## config.mk

```make
export PLATFORM = sky130hd
export DESIGN_NAME = hex_output_pager
export DESIGN_NICKNAME = d
export VERILOG_FILES = /design/src/rtl/hex_output_pager_pkg.sv /design/src/rtl/hex_to_seven_seg.sv /design/src/rtl/hex_output_pager.sv
export SDC_FILE = /design/constraint.sdc
export NUM_CORES = 1
export LEC_CHECK = 0
export ABC_AREA = 1
export CELL_PAD_IN_SITES_DETAIL_PLACEMENT = 1
export CELL_PAD_IN_SITES_GLOBAL_PLACEMENT = 1
export CORE_UTILIZATION = 36
export CTS_BUF_LIST = sky130_fd_sc_hd__clkbuf_8
export DETAILED_ROUTE_END_ITERATION = 8
export HOLD_SLACK_MARGIN = 0.12
export PLACE_DENSITY = 0.88
export SYNTH_ARGS = -nofsm -noshare
export SYNTH_HDL_FRONTEND = slang
export SYNTH_SLANG_ARGS = --single-unit
```

## constraint.sdc

```tcl
create_clock -name clk -period 2.6 [get_ports clk]
set_input_delay 0.65 -clock clk [delete_from_list [all_inputs] [get_ports clk]]
set_output_delay 0.65 -clock clk [all_outputs]
set_load 0.01 [all_outputs]
```

## src/rtl/hex_output_pager_pkg.sv

```systemverilog
// Shared definitions for the hex output pager: state codes, seven-segment
// font, dark pattern and page-count/nibble-select helpers.
package hex_output_pager_pkg;

  // Controller state encodings (4-bit, legacy numeric values kept stable)
  localparam logic [3:0] ST_IDLE      = 4'd0;
  localparam logic [3:0] ST_CAPTURE   = 4'd1;
  localparam logic [3:0] ST_SHOW      = 4'd2;
  localparam logic [3:0] ST_STEP_FWD  = 4'd3;
  localparam logic [3:0] ST_STEP_BACK = 4'd4;
  localparam logic [3:0] ST_NEXT_HELD = 4'd5;
  localparam logic [3:0] ST_PREV_HELD = 4'd6;
  localparam logic [3:0] ST_CLEAR     = 4'd7;

  // All segments off, expressed in active-high polarity
  localparam logic [6:0] SEG_DARK_AH = 7'h00;

  // Default geometry: four displays give four pages of four nibbles
  localparam int DISP_DIGITS_DEFAULT = 4;
  localparam int PAGES_DEFAULT       = 16 / DISP_DIGITS_DEFAULT;

  // Number of pages needed to walk all 16 nibbles with a given display count
  function automatic int pages_for(input int digits);
    return 16 / digits;
  endfunction

  // Active-high gfedcba font for one hex nibble
  function automatic logic [6:0] seg_font(input logic [3:0] nib);
    logic [6:0] seg;
    case (nib)
      4'h0:    seg = 7'h3F;
      4'h1:    seg = 7'h06;
      4'h2:    seg = 7'h5B;
      4'h3:    seg = 7'h4F;
      4'h4:    seg = 7'h66;
      4'h5:    seg = 7'h6D;
      4'h6:    seg = 7'h7D;
      4'h7:    seg = 7'h07;
      4'h8:    seg = 7'h7F;
      4'h9:    seg = 7'h6F;
      4'hA:    seg = 7'h77;
      4'hB:    seg = 7'h7C;
      4'hC:    seg = 7'h39;
      4'hD:    seg = 7'h5E;
      4'hE:    seg = 7'h79;
      4'hF:    seg = 7'h71;
      default: seg = SEG_DARK_AH;
    endcase
    return seg;
  endfunction

  // Nibble idx counted from the MSB end (idx 0 = bits 63:60).
  // Top bit of nibble idx is 63-4*idx = {~idx, 2'b11}.
  function automatic logic [3:0] pick_nibble(input logic [63:0] word, input logic [3:0] idx);
    return word[{~idx, 2'b11} -: 4];
  endfunction

endpackage

```

## src/rtl/hex_to_seven_seg.sv

```systemverilog
// One seven-segment digit: nibble -> gfedcba pattern with blanking and
// selectable pin polarity.
module hex_to_seven_seg
  import hex_output_pager_pkg::*;
#(
  parameter bit SEG_ACTIVE_LOW = 1'b1
) (
  input  logic [3:0] nibble_i,
  input  logic       blank_i,
  output logic [6:0] seg_o
);

  logic [6:0] seg_ah_s;

  // Decode nibble to active-high segments, then apply board polarity
  always_comb begin
    seg_ah_s = SEG_DARK_AH;
    if (blank_i) begin
      seg_ah_s = SEG_DARK_AH;
    end else begin
      seg_ah_s = seg_font(nibble_i);
    end
    if (SEG_ACTIVE_LOW) begin
      seg_o = ~seg_ah_s;
    end else begin
      seg_o = seg_ah_s;
    end
  end

endmodule

```

## src/rtl/hex_output_pager.sv

```systemverilog
// Latches a 64-bit result and pages its 16 hex nibbles across DISP_DIGITS
// seven-segment displays under next/prev/clear push-button control.
module hex_output_pager
  import hex_output_pager_pkg::*;
#(
  parameter int DISP_DIGITS    = DISP_DIGITS_DEFAULT,
  parameter bit SEG_ACTIVE_LOW = 1'b1
) (
  input  logic                     clk,
  input  logic                     rst,
  input  logic [63:0]              values,
  input  logic                     resultReady,
  input  logic                     nextButton,
  input  logic                     prevButton,
  input  logic                     clear,
  output logic [7*DISP_DIGITS-1:0] segs,
  output logic [4:0]               page,
  output logic                     showing,
  output logic [3:0]               S
);

  localparam int         PAGES     = pages_for(DISP_DIGITS);
  localparam logic [4:0] PAGE_STEP = 5'(DISP_DIGITS);
  // Leftmost-nibble index of the final page; stepping forward saturates here
  localparam logic [4:0] LAST_PAGE = 5'((PAGES - 1) * DISP_DIGITS);

  logic [3:0]  s_q, s_d;
  logic [63:0] held_q, held_d;
  logic [4:0]  page_q, page_d;
  logic        showing_s;

  // Next-state logic: state walk, result capture and page stepping
  always_comb begin
    s_d    = s_q;
    held_d = held_q;
    page_d = page_q;
    case (s_q)
      ST_IDLE: begin
        if (resultReady) begin
          held_d = values;
          s_d    = ST_CAPTURE;
        end else begin
          s_d    = ST_IDLE;
        end
      end
      ST_CAPTURE: begin
        // A strobe landing here still replaces the held word
        if (resultReady) begin
          held_d = values;
        end else begin
          held_d = held_q;
        end
        page_d = 5'd0;
        s_d    = ST_SHOW;
      end
      ST_SHOW: begin
        if (resultReady) begin
          held_d = values;
          s_d    = ST_CAPTURE;
        end else if (!nextButton) begin
          s_d = ST_STEP_FWD;
        end else if (!prevButton) begin
          s_d = ST_STEP_BACK;
        end else if (!clear) begin
          s_d = ST_CLEAR;
        end else begin
          s_d = ST_SHOW;
        end
      end
      ST_STEP_FWD: begin
        if (resultReady) begin
          held_d = values;
          page_d = 5'd0;
        end else if (page_q != LAST_PAGE) begin
          page_d = page_q + PAGE_STEP;
        end else begin
          page_d = page_q;
        end
        s_d = ST_NEXT_HELD;
      end
      ST_STEP_BACK: begin
        if (resultReady) begin
          held_d = values;
          page_d = 5'd0;
        end else if (page_q != 5'd0) begin
          page_d = page_q - PAGE_STEP;
        end else begin
          page_d = page_q;
        end
        s_d = ST_PREV_HELD;
      end
      ST_NEXT_HELD: begin
        if (resultReady) begin
          held_d = values;
          page_d = 5'd0;
        end else begin
          held_d = held_q;
        end
        if (nextButton) begin
          s_d = ST_SHOW;
        end else begin
          s_d = ST_NEXT_HELD;
        end
      end
      ST_PREV_HELD: begin
        if (resultReady) begin
          held_d = values;
          page_d = 5'd0;
        end else begin
          held_d = held_q;
        end
        if (prevButton) begin
          s_d = ST_SHOW;
        end else begin
          s_d = ST_PREV_HELD;
        end
      end
      ST_CLEAR: begin
        held_d = 64'd0;
        page_d = 5'd0;
        s_d    = ST_IDLE;
      end
      default: begin
        s_d = ST_IDLE;
      end
    endcase
  end

  // State, held word and page registers with synchronous active-low reset
  always_ff @(posedge clk) begin
    if (!rst) begin
      s_q    <= ST_IDLE;
      held_q <= 64'd0;
      page_q <= 5'd0;
    end else begin
      s_q    <= s_d;
      held_q <= held_d;
      page_q <= page_d;
    end
  end

  // Displays are lit in every state that presents a held value
  always_comb begin
    case (s_q)
      ST_CAPTURE, ST_SHOW, ST_STEP_FWD, ST_STEP_BACK,
      ST_NEXT_HELD, ST_PREV_HELD: showing_s = 1'b1;
      default:                    showing_s = 1'b0;
    endcase
  end

  // One decoder per display; d = DISP_DIGITS-1 is leftmost and shows nibble 'page'
  for (genvar d = 0; d < DISP_DIGITS; d++) begin : g_digit
    logic [3:0] nib_idx_s;
    logic [3:0] nibble_s;
    logic [6:0] seg_s;

    assign nib_idx_s = page_q[3:0] + 4'(DISP_DIGITS - 1 - d);
    assign nibble_s  = pick_nibble(held_q, nib_idx_s);

    hex_to_seven_seg #(
      .SEG_ACTIVE_LOW(SEG_ACTIVE_LOW)
    ) u_dec (
      .nibble_i(nibble_s),
      .blank_i (~showing_s),
      .seg_o   (seg_s)
    );

    assign segs[7*d +: 7] = seg_s;
  end

  assign page    = page_q;
  assign showing = showing_s;
  assign S       = s_q;

endmodule

```

# Word level (Yosys, flattened, before mapping)
# Memories as Yosys holds them, arrays and structs flattened.
# Index checks and enable logic that the tools add are counted.
[word_totals] register_bits=73 romBits=448 input_bits=70 output_inout_bits=38 word_cells=67 memories=4
[mem_list] memory="(no name shown)" depth=16 word_bits=7 rd=1 rd_ports_with_merged_regs=0 wr=0 line_no="hex_output_pager_pkg.sv:30" rtl="case (nib)"
[mem_list] memory="(no name shown)" depth=16 word_bits=7 rd=1 rd_ports_with_merged_regs=0 wr=0 line_no="hex_output_pager_pkg.sv:30"
[mem_list] memory="(no name shown)" depth=16 word_bits=7 rd=1 rd_ports_with_merged_regs=0 wr=0 line_no="hex_output_pager_pkg.sv:30"
[mem_list] memory="(no name shown)" depth=16 word_bits=7 rd=1 rd_ports_with_merged_regs=0 wr=0 line_no="hex_output_pager_pkg.sv:30"
[classes] addsub=5 eq_ne=12 shift=4 muxes=21 bitwise_logic=8 n_reduce_logical=10
[op_table] operator="$shiftx A67 B7 Y4" count=4
[op_table] operator="$pmux W64 S2" count=1
[op_table] operator="$mux W64" count=1
[op_table] operator="$mux W7" count=4
[op_table] operator="$not A7 Y7" count=4
[op_table] operator="$pmux W4 S7" count=1
[op_table] operator="$mux W5" count=5
[op_table] operator="$pmux W5 S4" count=1
[op_table] operator="$mux W3" count=6
[op_table] operator="$eq A4 B3 Y1 const B" count=4
[op_table] operator="$not A4 Y4" count=4
[op_table] operator="$add A4 B2 Y4 const B" count=2
[op_table] operator="$eq A4 B2 Y1 const B" count=2
[op_table] operator="$reduce_or A7 Y1" count=1
[op_table] operator="$ne A3 B3 Y1 const B" count=2
[op_table] operator="$reduce_or A6 Y1" count=1
[op_table] operator="$add A5 B3 Y5 const B" count=1
[op_table] operator="$ne A5 B4 Y1 const B" count=1
[op_table] operator="$reduce_bool A5 Y1" count=1
[op_table] operator="$sub A5 B3 Y5 const B" count=1
[op_table] operator="$add A4 B1 Y4 const B" count=1
[op_table] operator="$eq A4 B1 Y1 const B" count=1
[op_table] operator="$logic_not A4 Y1" count=1
[op_table] operator="$ne A2 B1 Y1 const B" count=2
[op_table] operator="6 further kinds" count=8

# Logic depth before layout (Yosys ltp)
# Gate-level depths: netlist (run 1).
# An unclocked memory read counts as a cell.
[depth] ltp_word=6 ltp_mapped=14 mapped_depth_nobuf=11

# Modules after synthesis
# A second synthesis (run 1) with hierarchy kept.
[hier_totals] cells_unflattened=671 area_unflattened_um2=4360.4
[modules_own_cells] module="hex_output_pager" n_inst=1 cells_per_inst=461 area_per_inst_um2=3191.8 seq_area_each_um2=1401.3
[modules_own_cells] module="hex_to_seven_seg at g_digit[2].u_dec ..." n_inst=2 cells_per_inst=52 area_per_inst_um2=299.0 seq_area_each_um2=0.0
[modules_own_cells] module="hex_to_seven_seg at g_digit[0].u_dec ..." n_inst=2 cells_per_inst=53 area_per_inst_um2=285.3 seq_area_each_um2=0.0

# Least setup slack after synthesis (run 1)
# OpenSTA, ideal clock, no wires.
[synth_timing] path_kind="register to output" from="register page_q[2], in the netlist page[2]" to="output segs[7]" arrival_time_ps=1675 t_required_ps=1950 setup_slack_ps=275 stages_incl_launch_ff=14 n_path_buf=3 path_cell_list="dfxtp_1 > buf_6 > inv_2 > buf_6 > buf_6 > nand2_1 > nand3_1 > nand2_2 > inv_2 > ha_1 > inv_1 > nor2_2 > a21oi_2 > nand2_1"
[synth_via] elab_chain_cells=6
[synth_rtl] element="from (decl)" line_no="hex_output_pager.sv:29" rtl="logic [4:0] page_q, page_d;"
[synth_rtl] element="from (signal assigned)" line_no="hex_output_pager.sv:138" rtl="page_q <= page_d;"
[synth_rtl] element="$add A4 B2 Y4" line_no="hex_output_pager.sv:157" rtl="assign nib_idx_s = page_q[3:0] + 4'(DISP_DIGITS - 1 - d);"
[synth_rtl] element="$not A4 Y4" line_no="hex_output_pager_pkg.sv:55" rtl="return word[{~idx, 2'b11} -: 4];"
[synth_rtl] element="$shiftx A67 B7 Y4" line_no="hex_output_pager_pkg.sv:55"
[synth_rtl] element="$mem_v2 Z16 W7"
[synth_rtl] element="$mux W7" line_no="hex_to_seven_seg.sv:18" rtl="if (blank_i) begin"
[synth_rtl] element="$not A7 Y7" line_no="hex_to_seven_seg.sv:24" rtl="seg_o = ~seg_ah_s;"
[synth_rtl] element="to (decl)" line_no="hex_output_pager.sv:16" rtl="output logic [7*DISP_DIGITS-1:0] segs,"
# Every way passes these cells.

# Worst setup path after layout (run 1)
[layout_timing] from="register page_q[2], in the netlist page[2]" to="output segs[9]"
# The elaborated chain is that of the path after synthesis.

==> out/summary.txt, run 1 <==
DRT Pass-1 Iters -> 5
sequential area share after synthesis -> 0.3079
worst ir drop on vdd -> 0.4577 mV
starting density of the core -> 0.3742
via count -> 6475
Remaining Overflow, GRT -> 0
CTS tree -> done
Final ANT Viol Nets -> 0
Netlist cell types -> 28
Primary FF master, synth -> dfxtp_1
CP Capture Type -> output pin
vias per cell -> 6.097
PD cells -> 745.7 mW/mm^2
PortBufs -> 104
Post-synth EDFFs -> 0
Core ar. -> 0.01216 sq mm
max-slew violations -> 0
unrepaired setup endpoints after global routing -> yes
Die W -> 114.4 um
Ys Warns -> 0
Netlist Area Pre-Place -> 0.004551 sq mm
Total GRT Usage -> 0.3535
final setup violation count -> 28
# fillers -> 1439
Post-Synthesis Cells -> 707
setup ws final -> -0.3965 ns
clk_lat worst skew -> 0.41 ns
TNS Setup -> -6.941 ns
CP max FO -> 8
final hold viol count -> 0
initial antenna violation count -> 0
Tot Pwr -> 0.005938 W
outcome -> finished with violations
CTS Hold Bufs -> 0
Max-Cap Viols -> 0
dpl hpwl -> 11710 um
boundary pin count -> 108
Worst Skew -> 0.01703 ns
Achievable Freq -> 0.3337 GHz
die area -> 0.01309 sq mm
final WL -> 29560 um
pin count of the biggest net entering global routing -> 43
Post-synth ARST share -> 0
syn avg cell area -> 6.437 sq um
P_leak -> 3.360 nW
root buffer cell -> clkbuf_8
period utilisation layout -> 1.153
Worst setup SP type -> register
die height -> 114.4 um
fin crit period -> 2.997 ns
total clock sinks -> 70
first-pass GRT wire length -> 34800 um
ANT cells -> 0
Worst Tran Pin Value -> 1.357 ns
kind of critical path -> reg -> out
Clock Pin Slew Worst Setup and Hold Paths -> 0.10 ns
Remaining DRCs -> 0
routed len/inst -> 27.83 um
slew margin rel. -> 0.09182
row cnt -> 40
htree depth -> 3
CTS Buffer Depth -> 2
failing checks -> setup timing
vias in the first global route -> 6284
Area Overhead vs Synth -> 75.01%
share of cells above drive strength 1 -> 0.3915
nets@finish -> 987
CTS buffer count -> 9
crit path DAT -> 2.35 ns
routability cong. -> 0.8692
worst min path class -> reg -> reg
initial DRC count -> 661
FF+latch count, synth -> 70
worst path required time -> 1.95 ns
## state kept, by name, indices dropped and copies added (netlist names)
name,cells
held_q,64
S,3
page,3
## timing repair
| action | 4_1_cts | 5_1_grt |
|---|---|---|
| gates resized for setup | 254 | 177 |
| setup endpoints to repair | 29 | 29 |
| cloned | 5 | 1 |
| pin swaps | 31 | 75 |
| buffers inserted | 40 | 22 |
## stage by stage
stage | setup WS, ns | hold slack [ns] | std cells | utilization | instance area (sq um)
2_1_floorplan | 0.2748 | 0.4392 | 709 | - | 4558
5_1_grt | -0.4125 | 0.5092 | 1062 | 0.6548 | 7964
4_1_cts | -0.1361 | 0.4654 | 1042 | 0.5816 | 7073
6_report | -0.3965 | 0.4896 | 1062 | 0.6548 | 7964
3_5_place_dp | -0.2199 | 0.4549 | 981 | 0.4851 | 5899
3_3_place_gp | -0.1371 | 0.4482 | 981 | 0.4851 | 5899
## critical path: stages, from the launching register on
cell	delay [ns]
dfxtp_4	0.48
inv_8	0.08
buf_12	0.15
buf_4	0.15
nand2_1	0.07
nand3_1	0.19
nand2_4	0.22
inv_6	0.08
nand4_1	0.14
nand3_1	0.18
buf_2	0.19
## cells in the mapped netlist, types with 6 or more instances
| cell | n | area [sq um] |
|---|---|---|
| dfxtp_1 | 70 | 1401 |
| buf_2 | 6 | 30.03 |
| nand2_1 | 282 | 1059 |
| nand3_1 | 88 | 440.4 |
| inv_2 | 9 | 33.78 |
| clkbuf_1 | 12 | 45.04 |
| nand3_2 | 8 | 80.08 |
| o21ai_1 | 6 | 30.03 |
| a21oi_1 | 67 | 335.3 |
| nand2_2 | 16 | 100.1 |
| ha_1 | 28 | 350.3 |
| nor2_1 | 42 | 157.7 |
| inv_1 | 24 | 90.09 |
| buf_6 | 7 | 78.83 |
| buf_4 | 14 | 105.1 |
## area by class of cell
class / count / area, sq um / share of cell area
clock buffers: 9 / 123.9 / 0.01555
clock inverters: 7 / 81.33 / 0.01021
inverters: 35 / 201.4 / 0.02529
multi-input cells: 567 / 3911 / 0.4911
flip-flops and latches: 70 / 1413 / 0.1774
well taps: 168 / 210.2 / 0.02639
repair buffers: 206 / 2023 / 0.2540
## per-layer routing
layer	vias to the layer above	share of wire	global-route usage
met5	-	0	0
li1	2646	-	-
met1	3132	0.36	0.4002
met3	197	0.091	0.07994
met4	0	0.076	0.2009
met2	500	0.47	0.6121
## worst paths after layout
check	startpoint	to	slack (ns)	depth (start not counted)
worst min register to register	held_q[54]$_SDFFE_PN0P_	held_q[54]$_SDFFE_PN0P_	0.49	2
worst min-delay path	held_q[54]$_SDFFE_PN0P_	held_q[54]$_SDFFE_PN0P_	0.49	2
worst max register to register	S[2]$_SDFF_PN0_	held_q[53]$_SDFFE_PN0P_	0.24	5
worst max-delay path	page[2]$_SDFFE_PN0P_	segs[9]	-0.40	10
## layout by cell type (no fill, tap or decap), types with 2 or more instances in the layout
cell and count:
a21oi_1 67, a21oi_2 2, buf_12 13, buf_2 20
buf_4 60, buf_6 35, clkbuf_8 9, clkdlybuf4s50_1 75
clkinv_4 3, conb_1 3, dfxtp_1 65, dfxtp_2 3
dfxtp_4 2, ha_1 7, ha_2 2, ha_4 19
inv_1 16, inv_2 5, inv_4 7, inv_6 4
inv_8 4, nand2_1 232, nand2_2 33, nand2_4 35
nand2_8 4, nand3_1 32, nand3_2 38, nand3_4 26
nand4_1 4, nor2_1 31, nor2_2 8, nor2_4 7
o21ai_0 3, o21ai_1 6, o21ai_2 2, o21ai_4 2
## cell families after synthesis
kind of cell | count (synthesis) | share of synthesized area
flops | 70 | 0.3079
simple gates | 450 | 0.4306
buf+inv | 74 | 0.08634
compound gates | 84 | 0.09734
fa+ha+maj | 28 | 0.07699
other cells | 1 | 0.0008241
## report_power, final
group | switching (W) | total [W] | leakage, nW | internal, W
logic | 0.00213 | 0.00369 | 2.68 | 0.00156
registers | 0.0000930 | 0.00124 | 0.580 | 0.00114
clock network | 0.000555 | 0.00101 | 0.100 | 0.000455
total | 0.00278 | 0.00594 | 3.36 | 0.00316
Note: power is estimated with default switching activity, not from simulation.
==> inputs of run 2 (changes only) <==
--- a/config.mk
+++ b/config.mk
@@ -8,11 +8,11 @@
 export ABC_AREA = 1
 export CELL_PAD_IN_SITES_DETAIL_PLACEMENT = 1
 export CELL_PAD_IN_SITES_GLOBAL_PLACEMENT = 1
-export CORE_UTILIZATION = 36
+export CORE_UTILIZATION = 25
 export CTS_BUF_LIST = sky130_fd_sc_hd__clkbuf_8
 export DETAILED_ROUTE_END_ITERATION = 8
 export HOLD_SLACK_MARGIN = 0.12
-export PLACE_DENSITY = 0.88
+export PLACE_DENSITY = 0.66
 export SYNTH_ARGS = -nofsm -noshare
 export SYNTH_HDL_FRONTEND = slang
 export SYNTH_SLANG_ARGS = --single-unit
==> run 2 against run 1 <==
The flow still finishes with violations (setup timing). Fmax rose by 13%. Sequential cell count unchanged. Setup slack better by 0.34 ns. Clock power is 12% higher. Combinational power down 26%. Cell area decreased by 7.4%. Total power fell by 15%. Die area rose by 43%. Count of clock-buffer cells in the layout grew 2. Largest power group unchanged.
==> out/summary.txt, run 2 (synthesis results as in run 1) <==
outcome -> finished with violations (unchanged)
failing checks -> setup timing (unchanged)
final core occ -> 0.4206 (was 0.6548)
die height -> 136.9 um (was 114.4 um)
max-slew violations -> 0 (unchanged)
max reg flops -> 64 (unchanged)
CTS Hold Bufs -> 0 (unchanged)
Worst Tran Pin Value -> 0.7364 ns (was 1.357 ns)
initial antenna violation count -> 0 (unchanged)
most frequent cells in the layout -> nand2_1 (245), clkdlybuf4s50_1 (74), a21oi_1 (67) (was nand2_1 (232), clkdlybuf4s50_1 (75), a21oi_1 (67))
setup ws final -> -0.06028 ns (was -0.3965 ns)
CTS buffer count -> 9 (unchanged)
die area -> 0.01875 sq mm (was 0.01309 sq mm)
dpl hpwl -> 11620 um (was 11710 um)
placed inst area -> 0.005998 sq mm (was 0.005899 sq mm)
Remaining DRCs -> 0 (unchanged)
commonest non-fill, non-tap cell in the layout -> nand2_1 (unchanged)
Area Overhead vs Synth -> 62.08% (was 75.01%)
slew margin rel. -> 0.5072 (was 0.09182)
Achievable Freq -> 0.3759 GHz (was 0.3337 GHz)
crit path DAT -> 2.01 ns (was 2.35 ns)
CP max FO -> 4 (was 8)
vias per cell -> 4.742 (was 6.097)
Sequential Power Share -> 0.240 (was 0.208)
worst ir drop on vdd -> 0.2146 mV (was 0.4577 mV)
PortBufs -> 104 (unchanged)
pin count of the biggest net entering global routing -> 30 (was 43)
CTS tree -> done (unchanged)
CTS Buffer Depth -> 2 (unchanged)
Core ar. -> 0.01754 sq mm (was 0.01216 sq mm)
clk_lat worst skew -> 0.37 ns (was 0.41 ns)
first-pass GRT wire length -> 28940 um (was 34800 um)
design area -> 0.007376 sq mm (was 0.007964 sq mm)
TNS Setup -> -0.4062 ns (was -6.941 ns)
initial DRC count -> 246 (was 661)
final hold viol count -> 0 (unchanged)
PD cells -> 686.9 mW/mm^2 (was 745.7 mW/mm^2)
vias in the first global route -> 5358 (was 6284)
row cnt -> 48 (was 40)
unrepaired setup endpoints after global routing -> yes (unchanged)
Place WS -> -0.1402 ns (was -0.2199 ns)
root buffer cell -> clkbuf_8 (unchanged)
via count -> 5221 (was 6475)
CP Capture Type -> output pin (unchanged)
P_leak -> 3.179 nW (was 3.360 nW)
worst min path class -> reg -> reg (unchanged)
Die W -> 136.9 um (was 114.4 um)
htree depth -> 3 (unchanged)
Remaining Overflow, GRT -> 0 (unchanged)
nets@finish -> 969 (was 987)
Final ANT Viol Nets -> 0 (unchanged)
total clock sinks -> 70 (unchanged)
share of cells above drive strength 1 -> 0.3299 (was 0.3915)
period utilisation layout -> 1.023 (was 1.153)
routability cong. -> 0.7870 (was 0.8692)
boundary pin count -> 108 (unchanged)
worst path required time -> 1.95 ns (about the same)
Worst Skew -> 0.008760 ns (was 0.01703 ns)
routed len/inst -> 16.70 um (was 27.83 um)
DRT Pass-1 Iters -> 4 (was 5)
Internal -> 0.003040 W (was 0.003160 W)
Total GRT Usage -> 0.2026 (was 0.3535)
largest register by flop count -> held_q (unchanged)
final setup violation count -> 19 (was 28)
Worst setup SP type -> register (unchanged)
final WL -> 18390 um (was 29560 um)
ANT cells -> 0 (unchanged)
Clock Pin Slew Worst Setup and Hold Paths -> 0.08 ns (was 0.10 ns)
kind of critical path -> reg -> out (unchanged)
Clk network pwr share -> 0.222 (was 0.170)
starting density of the core -> 0.2595 (was 0.3742)
fin crit period -> 2.660 ns (was 2.997 ns)
Sw Ratio -> 0.4000 (was 0.4679)
Sw Pwr -> 0.002027 W (was 0.002779 W)
Min Hold Slack -> 0.4684 ns (was 0.4896 ns)
Max-Cap Viols -> 0 (unchanged)
Logic pwr share -> 0.538 (was 0.622)
-- run 2: cell count changes in the layout (fill, tap and decap cells not counted), sizes merged --
cell / delta
buf: -19
bufinv: +2
clkbuf: +1
clkdlybuf4s50: -1
clkinv: -4
clkinvlp: +1
dlymetal6s2s: +1
inv: -1
nand2: +2
-- run 2: stage by stage --
step	power, W	cells
after global placement	0.003279	1040
after CTS	0.004860	1097
final	0.005067	1101
after floorplan	0.002383	709
after detailed placement	0.003291	1040
after global routing	0.005393	1101
-- run 2: layout make-up --
| class | count | area, sq um |
|---|---|---|
| Fill cell | 2190 | 10160 |
| Multi-Input combinational cell | 569 | 3516 |
| Timing Repair Buffer | 186 | 1738 |
| Sequential cell | 70 | 1410 |
| Tap cell | 225 | 281.5 |
| Inverter | 35 | 173.9 |
| Clock buffer | 11 | 151.4 |
| Clock inverter | 5 | 105.1 |
-- run 2: layer usage --
layer  global-route usage  up-vias  wire length, um
met5                    0        -                0
met4              0.03907        0              239
met3              0.04037       21              856
met2               0.3480      105             8924
met1               0.2620     2495             8368
li1                     -     2600                -
-- run 2: repair_timing --
| action | 4_1_cts | 5_1_grt |
|---|---|---|
| gates resized for setup | 254 | 68 |
| gates cloned | 8 | 0 |
| pin swaps | 46 | 42 |
| setup buffers | 33 | 6 |
| setup endpoints to repair | 29 | 29 |
| hold endpoints to repair | 0 | 0 |
-- run 2: path summary, 6_finish.rpt --
check	from	endpoint	slack, ns	depth (start not counted)
setup / recovery	page[2]$_SDFFE_PN0P_	segs[8]	-0.06	12
hold / removal	held_q[62]$_SDFFE_PN0P_	held_q[62]$_SDFFE_PN0P_	0.47	2
setup reg to reg	page[2]$_SDFFE_PN0P_	page[4]$_SDFFE_PN0P_	0.60	13
hold reg to reg	held_q[62]$_SDFFE_PN0P_	held_q[62]$_SDFFE_PN0P_	0.47	2
-- run 2: critical path, stage by stage (launching register included) --
cell and delay [ns]:
dfxtp_4 0.40, inv_8 0.11, buf_16 0.14, nand2_8 0.05, nand3_4 0.08, nand2_4 0.07, buf_6 0.12, ha_4 0.25
nand3_2 0.10, nor2_1 0.11, nor2_1 0.05, nand2_1 0.05, buf_2 0.12
-- run 2: power groups by stage --
stage | clock network [W] | registers [W] | logic [W]
final | 0.00113 | 0.00121 | 0.00273
after detailed placement | 0 | 0.00122 | 0.00208
after global routing | 0.00120 | 0.00122 | 0.00298
after global placement | 0 | 0.00122 | 0.00206
after CTS | 0.00115 | 0.00121 | 0.00250
after floorplan | 0 | 0.00120 | 0.00118
